[src/rtl/fact_sequencer.sv]
// Bus-master sequencer that runs a batch of factorial jobs through FactoCore:
// fetch operand from RAM, start the core, await its interrupt, copy the result back.
module fact_sequencer #(
  parameter logic [15:0] FC_BASE = 16'h7000,
  parameter int          TIMEOUT = 4096,
  parameter int          CNT_W   = 8
) (
  input  logic             clk,
  input  logic             reset,
  input  logic             start,
  input  logic [15:0]      src_addr,
  input  logic [15:0]      dst_addr,
  input  logic [CNT_W-1:0] count,
  output logic             m_req,
  input  logic             m_grant,
  output logic             m_wr,
  output logic [15:0]      m_addr,
  output logic [63:0]      m_dout,
  input  logic [63:0]      m_din,
  input  logic             interrupt,
  output logic             busy,
  output logic             done,
  output logic             error,
  output logic [CNT_W-1:0] job_idx
);

  localparam int TCNT_W = $clog2(TIMEOUT + 1);
  localparam logic [15:0] A_OPSTART = FC_BASE + 16'h00;
  localparam logic [15:0] A_OPCLEAR = FC_BASE + 16'h08;
  localparam logic [15:0] A_INTEN   = FC_BASE + 16'h18;
  localparam logic [15:0] A_OPERAND = FC_BASE + 16'h20;
  localparam logic [15:0] A_RESH    = FC_BASE + 16'h28;
  localparam logic [15:0] A_RESL    = FC_BASE + 16'h30;

  typedef enum logic [3:0] {
    S_IDLE, S_EN_INT, S_RD_OP_A, S_RD_OP_D, S_WR_OPND, S_WR_START, S_WAIT_INT,
    S_RD_RH_A, S_RD_RH_D, S_RD_RL_A, S_RD_RL_D, S_WR_RH, S_WR_RL, S_WR_CLR, S_DONE
  } state_t;

  state_t             r_state, w_state_nxt;
  logic [CNT_W-1:0]   r_job, w_job_nxt;
  logic [CNT_W:0]     w_job_inc;
  logic [TCNT_W-1:0]  r_tcnt, w_tcnt_nxt;
  logic               r_err, w_err_nxt;
  logic               r_busy, r_done;
  logic               r_req, r_wr, w_req, w_wr;
  logic [15:0]        r_addr, w_addr, w_op_addr, w_res_addr;
  logic [63:0]        r_dout, w_dout;
  logic               w_latch;
  logic [15:0]        r_src, r_dst;
  logic [CNT_W-1:0]   r_cnt;
  logic [63:0]        r_rh, r_rl;

  assign w_job_inc = {1'b0, r_job} + (CNT_W+1)'(1);

  always_comb begin
    w_state_nxt = r_state;
    w_job_nxt   = r_job;
    w_tcnt_nxt  = r_tcnt;
    w_err_nxt   = r_err;
    w_latch     = 1'b0;
    case (r_state)
      S_IDLE: if (start) begin
        w_latch     = 1'b1;
        w_job_nxt   = '0;
        w_err_nxt   = 1'b0;
        w_state_nxt = (count == '0) ? S_DONE : S_EN_INT;
      end
      S_EN_INT:   if (m_grant) w_state_nxt = S_RD_OP_A;
      S_RD_OP_A:  if (m_grant) w_state_nxt = S_RD_OP_D;
      S_RD_OP_D:  if (m_grant) w_state_nxt = S_WR_OPND;
      S_WR_OPND:  if (m_grant) w_state_nxt = S_WR_START;
      S_WR_START: if (m_grant) begin
        w_state_nxt = S_WAIT_INT;
        w_tcnt_nxt  = '0;
      end
      // Interrupt takes priority over a timeout landing in the same cycle.
      S_WAIT_INT: begin
        if (interrupt) begin
          w_state_nxt = S_RD_RH_A;
        end else if (r_tcnt == TCNT_W'(TIMEOUT - 1)) begin
          w_state_nxt = S_WR_CLR;
          w_err_nxt   = 1'b1;
        end else begin
          w_tcnt_nxt  = r_tcnt + TCNT_W'(1);
        end
      end
      S_RD_RH_A:  if (m_grant) w_state_nxt = S_RD_RH_D;
      S_RD_RH_D:  if (m_grant) w_state_nxt = S_RD_RL_A;
      S_RD_RL_A:  if (m_grant) w_state_nxt = S_RD_RL_D;
      S_RD_RL_D:  if (m_grant) w_state_nxt = S_WR_RH;
      S_WR_RH:    if (m_grant) w_state_nxt = S_WR_RL;
      S_WR_RL:    if (m_grant) w_state_nxt = S_WR_CLR;
      S_WR_CLR: if (m_grant) begin
        if (w_job_inc < {1'b0, r_cnt}) begin
          w_state_nxt = S_RD_OP_A;
          w_job_nxt   = w_job_inc[CNT_W-1:0];
        end else begin
          w_state_nxt = S_DONE;
        end
      end
      S_DONE:     w_state_nxt = S_IDLE;
      default:    w_state_nxt = S_IDLE;
    endcase
  end

  // Bus outputs are loaded only on a state change, so a stalled access holds them.
  always_comb begin
    w_req      = r_req;
    w_wr       = r_wr;
    w_addr     = r_addr;
    w_dout     = r_dout;
    w_op_addr  = r_src + (16'(w_job_nxt) << 3);
    w_res_addr = r_dst + (16'(w_job_nxt) << 4);
    if (w_state_nxt != r_state) begin
      w_req  = 1'b1;
      w_wr   = 1'b0;
      w_addr = 16'h0;
      w_dout = 64'h0;
      case (w_state_nxt)
        S_EN_INT:              begin w_wr = 1'b1; w_addr = A_INTEN;   w_dout = 64'd1; end
        S_RD_OP_A, S_RD_OP_D:  w_addr = w_op_addr;
        S_WR_OPND:             begin w_wr = 1'b1; w_addr = A_OPERAND; w_dout = m_din; end
        S_WR_START:            begin w_wr = 1'b1; w_addr = A_OPSTART; w_dout = 64'd1; end
        S_RD_RH_A, S_RD_RH_D:  w_addr = A_RESH;
        S_RD_RL_A, S_RD_RL_D:  w_addr = A_RESL;
        S_WR_RH:               begin w_wr = 1'b1; w_addr = w_res_addr;          w_dout = r_rh; end
        S_WR_RL:               begin w_wr = 1'b1; w_addr = w_res_addr + 16'h8;  w_dout = r_rl; end
        S_WR_CLR:              begin w_wr = 1'b1; w_addr = A_OPCLEAR; w_dout = 64'd1; end
        default:               w_req = 1'b0;
      endcase
    end
  end

  always_ff @(posedge clk or posedge reset) begin
    if (reset) begin
      r_state <= S_IDLE;
      r_job   <= '0;
      r_tcnt  <= '0;
      r_err   <= 1'b0;
      r_busy  <= 1'b0;
      r_done  <= 1'b0;
      r_req   <= 1'b0;
      r_wr    <= 1'b0;
      r_addr  <= 16'h0;
      r_dout  <= 64'h0;
    end else begin
      r_state <= w_state_nxt;
      r_job   <= w_job_nxt;
      r_tcnt  <= w_tcnt_nxt;
      r_err   <= w_err_nxt;
      r_busy  <= (w_state_nxt != S_IDLE) && (w_state_nxt != S_DONE);
      r_done  <= (w_state_nxt == S_DONE);
      r_req   <= w_req;
      r_wr    <= w_wr;
      r_addr  <= w_addr;
      r_dout  <= w_dout;
    end
  end

  always_ff @(posedge clk) begin
    if (w_latch) begin
      r_src <= src_addr;
      r_dst <= dst_addr;
      r_cnt <= count;
    end
    if (r_state == S_RD_RH_D && m_grant) r_rh <= m_din;
    if (r_state == S_RD_RL_D && m_grant) r_rl <= m_din;
  end

  assign m_req   = r_req;
  assign m_wr    = r_wr;
  assign m_addr  = r_addr;
  assign m_dout  = r_dout;
  assign busy    = r_busy;
  assign done    = r_done;
  assign error   = r_err;
  assign job_idx = r_job;

endmodule

[config.mk]
export PLATFORM = sky130hd
export DESIGN_NAME = fact_sequencer
export DESIGN_NICKNAME = d
export VERILOG_FILES = /design/src/rtl/fact_sequencer.sv
export SDC_FILE = /design/constraint.sdc
export NUM_CORES = 1
export LEC_CHECK = 0
export BUFFER_PORTS_ARGS = -buffer_cell sky130_fd_sc_hd__buf_2
export CAP_MARGIN = 20
export CORE_MARGIN = 1
export CORE_UTILIZATION = 40
export CTS_CLUSTER_DIAMETER = 150
export CTS_CLUSTER_SIZE = 20
export DETAILED_ROUTE_END_ITERATION = 10
export GPL_ROUTABILITY_DRIVEN = 0
export GPL_TIMING_DRIVEN = 0
export PLACE_DENSITY = 0.7
export SLEW_MARGIN = 25
export SYNTH_ARGS = -nofsm -noshare
export SYNTH_HDL_FRONTEND = slang
export SYNTH_SLANG_ARGS = --single-unit
[constraint.sdc]
create_clock -name clk -period 6.77 [get_ports clk]
set_clock_uncertainty 0.1 [all_clocks]
set_input_delay 0.3385 -clock clk [delete_from_list [all_inputs] [get_ports clk]]
set_output_delay 0.3385 -clock clk [all_outputs]
set_load 0.02 [all_outputs]
After elaboration in Yosys (flattened, before gate mapping)
Index checks and enable logic that the tools add are counted.
{"block": "word_totals", "reg_bits": 278, "output_inout_bits": 93}
{"block": "classes", "addsub": 5, "magnitude_cmp": 1, "eq_ne": 34, "mux": 36, "reduce_logical": 16}
{"operator": "64-bit case mux with 4 select lines", "count": 1}
{"operator": "16-bit case mux with 9 select lines", "count": 1}
{"operator": "4-bit 2-to-1 mux", "count": 17}
{"operator": "4-bit case mux with 14 select lines", "count": 1}
{"operator": "4-bit == test (second input constant)", "count": 13}
{"operator": "13-bit 2-to-1 mux", "count": 3}
{"operator": "4-bit by 3-bit == test with 1-bit output (second input constant)", "count": 7}
{"operator": "13-bit case mux with 2 select lines", "count": 1}
{"operator": "8-bit 2-to-1 mux", "count": 3}
{"operator": "16-bit by 11-bit adder with 16-bit output", "count": 1}
{"operator": "16-bit by 12-bit adder with 16-bit output", "count": 1}
{"operator": "16-bit by 4-bit adder with 16-bit output (second input constant)", "count": 1}
{"operator": "4-bit by 2-bit == test with 1-bit output (second input constant)", "count": 4}
{"operator": "8-bit case mux with 2 select lines", "count": 1}
{"operator": "13-bit by 1-bit adder with 13-bit output (second input constant)", "count": 1}
{"operator": "13-bit by 12-bit == test with 1-bit output (second input constant)", "count": 1}
{"operator": "12-bit OR reduction", "count": 1}
{"operator": "2-bit inequality test (second input constant)", "count": 5}
{"operator": "8-bit by 1-bit adder with 9-bit output (second input constant)", "count": 1}
{"operator": "9-bit by 8-bit < comparator with 1-bit output", "count": 1}
{"operator": "4-bit by 1-bit == test with 1-bit output (second input constant)", "count": 2}
{"operator": "8-bit zero test", "count": 1}
{"operator": "4-bit AND reduction", "count": 2}
{"operator": "1-bit 2-to-1 mux", "count": 7}
{"operator": "other kinds (10)", "count": 15}

Longest topological paths before layout
{"block": "logic_depth", "word_depth": 8, "mapped_depth": 22}

Worst setup path after synthesis
No wires, ideal clock.
{"block": "synth_timing", "kind": "register -> register", "startpoint": "reg r_state[2]", "endpoint": "reg r_rl[0] (enable)", "setup_time_ps": 578, "t_arrival_ps": 5452, "slack_ps": 641, "stages_incl_launch_ff": 4, "path_buffers": 1, "synth_period_minus_slack_ps": 6129, "path_cell_list": "dfrtp_1 -> buf_2 -> nand3b_1 -> nor3b_1"}
{"block": "synth_between", "elab_chain_len": 2}
{"element": "start: declaration", "line_no": "40", "rtl": "state_t r_state, w_state_nxt;"}
{"element": "start signal: assignment", "line_no": "148", "rtl": "r_state <= w_state_nxt;"}
{"element": "4-bit == test", "line_no": "168", "rtl": "if (r_state == S_RD_RL_D && m_grant) r_rl <= m_din;"}
{"element": "1-bit logical AND", "line_no": "168"}
{"element": "end signal: assignment", "line_no": "168"}
{"element": "end: declaration", "line_no": "52", "rtl": "logic [63:0] r_rh, r_rl;"}
Every way passes these cells.
A chain may end at the register's enable or synchronous reset.

Worst setup path after layout
{"block": "layout_timing", "startpoint": "reg r_job[2] (netlist: job_idx[2])", "endpoint": "reg r_addr[14] (netlist: m_addr[14])"}
{"block": "layout_between", "elab_chain_len": 8, "word_cells_on_any_way": 29, "classes_between": "4 x add/sub; 1 x order compare; 13 x eq/ne; 8 x mux; 3 x reduce/logical"}
{"element": "start: declaration", "line_no": "41", "rtl": "logic [CNT_W-1:0] r_job, w_job_nxt;"}
{"element": "start signal: assignment", "line_no": "149", "rtl": "r_job <= w_job_nxt;"}
{"element": "8-bit by 1-bit adder with 9-bit output *", "line_no": "54", "rtl": "assign w_job_inc = {1'b0, r_job} + (CNT_W+1)'(1);"}
{"element": "9-bit by 8-bit < comparator with 1-bit output *", "line_no": "95", "rtl": "if (w_job_inc < {1'b0, r_cnt}) begin"}
{"element": "8-bit 2-to-1 mux *", "line_no": "95"}
{"element": "8-bit 2-to-1 mux *", "line_no": "94", "rtl": "S_WR_CLR: if (m_grant) begin"}
{"element": "8-bit case mux with 2 select lines *", "line_no": "62", "rtl": "case (r_state)"}
{"element": "named net w_job_nxt[0]", "line_no": "41"}
{"element": "16-bit by 12-bit adder with 16-bit output", "line_no": "114", "rtl": "w_res_addr = r_dst + (16'(w_job_nxt) << 4);"}
{"element": "16-bit by 4-bit adder with 16-bit output", "line_no": "128", "rtl": "S_WR_RL: begin w_wr = 1'b1; w_addr = w_res_addr + 16'h8; w_dout = r_rl; end"}
{"element": "16-bit case mux with 9 select lines *", "line_no": "120", "rtl": "case (w_state_nxt)"}
{"element": "end signal: assignment", "line_no": "156", "rtl": "r_addr <= w_addr;"}
{"element": "end: declaration", "line_no": "47", "rtl": "logic [15:0] r_addr, w_addr, w_op_addr, w_res_addr;"}
The timed path passes the listed nets; every way through them passes the cells marked *.

==> key figures <==
Power and ir drop
  • Pwr Density: roughly 400 nW/um^2
  • P_leak: 6.312 nW
  • Maximum vdd drop: around 0.26 mV
  • Psw: 2.596 mW
  • Overall power: 6.245 mW
  • Sw frac: 0.4157
  • Comb pwr share: 0.457
  • Part of the power in registers: 0.375
  • Clock Power Share: 0.168
  • Int Power: roughly 3.6 mW

Synthesis
  • YS warnings: 0
  • Largest area contributor in the netlist: edfxtp_1
  • Avg Cell Area, Syn: 12.78 sq um
  • EDFF count, synth: 168
  • Most used flip-flop cell after synthesis: edfxtp_1
  • Share of Yosys cell area claimed by the top area cell type: 0.4150
  • Yosys reg bits: between 200 and 300
  • Most frequent cell after synthesis: edfxtp_1
  • Synth top cells by count: edfxtp_1, nor2_1, dfrtp_1
  • Synth area leaders: edfxtp_1, dfrtp_1, a222oi_1
  • Mapped Area: 12160 sq um
  • Cells after synthesis: 951
  • Synth async-reset ratio: 0.3957
  • Synth cell types: between 70 and 80
  • Post-Synthesis Net Count: 1088
  • Sequential share of the synthesized area: 0.6414

Critical path
  • Crit path launch: job_idx[2]
  • CP required: about 7000 ps
  • Worst setup path endpoint: m_addr[14]
  • Crit path capture type: register
  • CP max FO: 10
  • Top delay family on crit path: compound AO/OA/AOI/OAI gates
  • Number of cells on the critical path: 21
  • Worst stage delay on the critical path: 470 ps
  • CP cell instances: and3_1, and3_1, and3_1, xor2_1, ha_1, nand3_1, nor2_1, a21oi_1, nand3_1, nand3_1, o21ai_0, ha_1, fa_1, a21oi_1, o211ai_1, o22ai_1, mux2i_1, nor4b_1, xnor2_1, a2111oi_2, o22ai_1
  • Critical Path Slowest Stage Cell: dfrtp_1
  • R2r setup slk: about 820 ps
  • FF-to-FF End: m_addr[14]
  • Kind of critical path: register to register
  • Worst reg2reg path depth: 21
  • WP buf/inv: 0
  • CP arrival: slightly above 6000 ps
  • R2r startpoint: job_idx[2]
  • Startpoint types: register

STA
  • Final worst-path setup slack: between 800 and 900 ps
  • Tightest Pin Transition: 813.1 ps
  • Tmin final: 5950 ps
  • Peak Freq: 168.1 MHz
  • Final hold violation count: 0
  • RSZ-0062 raised after global routing: no
  • Slew Limit Fails: 0
  • Rel. slew slack: 0.4571
  • Final setup violation count: 0
  • Tcrit/Tclk final: 0.8789

Global routing
  • Initial antenna violation count: 0
  • Vias in the first global route: ~9000
  • Largest net degree at the start of global routing: 89
  • GRT Residual Overflow: 0
  • GRT Util Overall: 0.2070
  • First-pass GRT wire length: 50890 microns

Job
  • Max_cap viols: 0

Clocking
  • Cts hold-fix bufs: 105
  • CTS Buf Count: 17
  • CTS max path bufs: 3
  • Reg clk slew, reported paths: 90 ps
  • CTS H-tree depth: 1
  • Clk sink count: 278
  • Clock Tree Root: clkbuf_16
  • Post-CTS Resized: 0
  • TritonCTS clock tree: done
  • Setup Buffers After CTS: 0
  • Clock Latency Late Sink: 510 ps

Route
  • DRT Wirelength: 32450 microns
  • DRT iter0 DRCs: 924
  • Via Count: 9386
  • DRC Markers: 0
  • Vias per inst: 5.537
  • Initial DRT Pass Iterations: 7
  • Wirelength per Cell: 19.14 microns
  • Number of nets with antenna violations after routing: 0

Finish
  • Ant. Diodes: 0
  • Layout Nets: about 1400
  • Share of cells above drive strength 1: 0.2307
  • Fin cells: 1695
  • Synth-to-layout area growth: 26.60%
  • Final Cell Area: 15390 sq um

Placed design
  • Port buffer count: 200
  • Post-place setup slack: 893.4 ps
  • Inst Count DP: about 1600
  • Detailed Place HPWL: around 22000 microns
  • Post-DP Area: 13850 sq um

Die
  • Io pins: 202
  • Core area: a little under 30000 sq um
  • Die Y-Extent: between 150 and 200 microns
  • Initial Utilization: 0.4080
  • Die area: just over 30000 sq um
  • Die width: 176.3 microns
  • Row count: 63

Hold path
  • Min-delay worst type: input pin to register

Outcome
  • Status: finished, final reports clean
metrics by stage:
step	TNS, ps	hold WS [ps]	util
after detailed placement	0	196.5	0.4648
after CTS	0	136.3	0.5165
after floorplan	0	337.4	-
final	0	164.6	0.5165
after global placement	-314770	377.5	0.4580
after global routing	0	192.3	0.5165
power groups by stage:
stage / registers (mW) / logic, mW / clock network (mW)
2_1_floorplan: 2.63 / 1.62 / 0
3_3_place_gp: 2.38 / 2.71 / 0
3_5_place_dp: 2.37 / 2.80 / 0
4_1_cts: 2.34 / 2.85 / 1.08
5_1_grt: 2.38 / 3.15 / 1.13
6_report: 2.34 / 2.86 / 1.05
kinds of logic (layout without fill, tap and decap cells):
kind of cell,count (synthesis),count (layout),synth area share
DFF,278,278,0.6414
and+or+nand+nor,263,263,0.1056
AOI/OAI and AO/OA,256,256,0.1551
buffers and inverters,78,432,0.03242
xor gates and xnor gates,43,43,0.03098
adders and majority gates,29,29,0.03088
muxes,4,4,0.003602
flip-flops by register name, indices dropped and copies added (netlist names):
name	cells
r_src	16
m_req	1
job_idx	8
r_dst	16
busy	1
m_dout	64
m_wr	1
m_addr	16
r_rh	64
r_rl	64
done	1
error	1
r_state	4
r_tcnt	13
r_cnt	8
layout make-up:
| cell class | instances | area, sq um |
|---|---|---|
| Sequential cell | 278 | 7797 |
| Clock buffer | 29 | 480.5 |
| Timing Repair Buffer | 324 | 2238 |
| Inverter | 26 | 105.1 |
| Tap cell | 390 | 488.0 |
| Fill cell | 2587 | 14410 |
| Multi-Input combinational cell | 595 | 3975 |
| Clock inverter | 1 | 8.758 |
| Buffer | 52 | 296.5 |
worst reg2reg max path: cells and delay by family, from the launching register on:
kind / cells / cell delay [ps]
adder cells (fa/ha/maj): 3 / 1010
multiplexers: 1 / 290
AO/OA/AOI/OAI: 7 / 1860
AND/OR/NAND/NOR: 8 / 1680
XOR/XNOR: 2 / 380
flip-flops: 1 / 470
metal layers:
| layer | wire [microns] | global-route usage | part of all wire |
|---|---|---|---|
| met1 | 14110 | 0.2849 | 0.43 |
| met2 | 15680 | 0.3440 | 0.48 |
| met3 | 1890 | 0.02799 | 0.058 |
| met4 | 769 | 0.05496 | 0.024 |
| met5 | 0 | 0 | 0 |
worst min-delay path by stage:
stage                    from          to  slack, ps  depth (start not counted)
floorplan            count[0]    r_cnt[0]        340                          0
global placement    m_addr[9]   m_addr[9]        380                          1
detailed placement      reset  m_dout[53]        200                          2
CTS                 interrupt   r_tcnt[1]        140                          4
global route        interrupt   r_tcnt[1]        190                          4
finish              interrupt   r_tcnt[1]        160                          4
layout by cell type (no fill, tap or decap), types with 12 or more instances in the layout:
cell           synthesis  final
o22ai_1               12     12
buf_2                 24    224
dlygate4sd3_1          0    105
a222oi_1              64     64
nor2_1               114    114
xnor2_1               19     19
dfrtp_1              110    110
inv_1                 24     22
xor2_1                24     24
a21oi_1               88     88
o21ai_0               15     15
nand2_1               41     41
ha_1                  26     26
clkbuf_1              17     28
edfxtp_1             168    168
nand4_1               13     13
nand3_1               31     31
clkbuf_16              0     17
buf_4                  3     17
(Power assumes the default switching activity.)
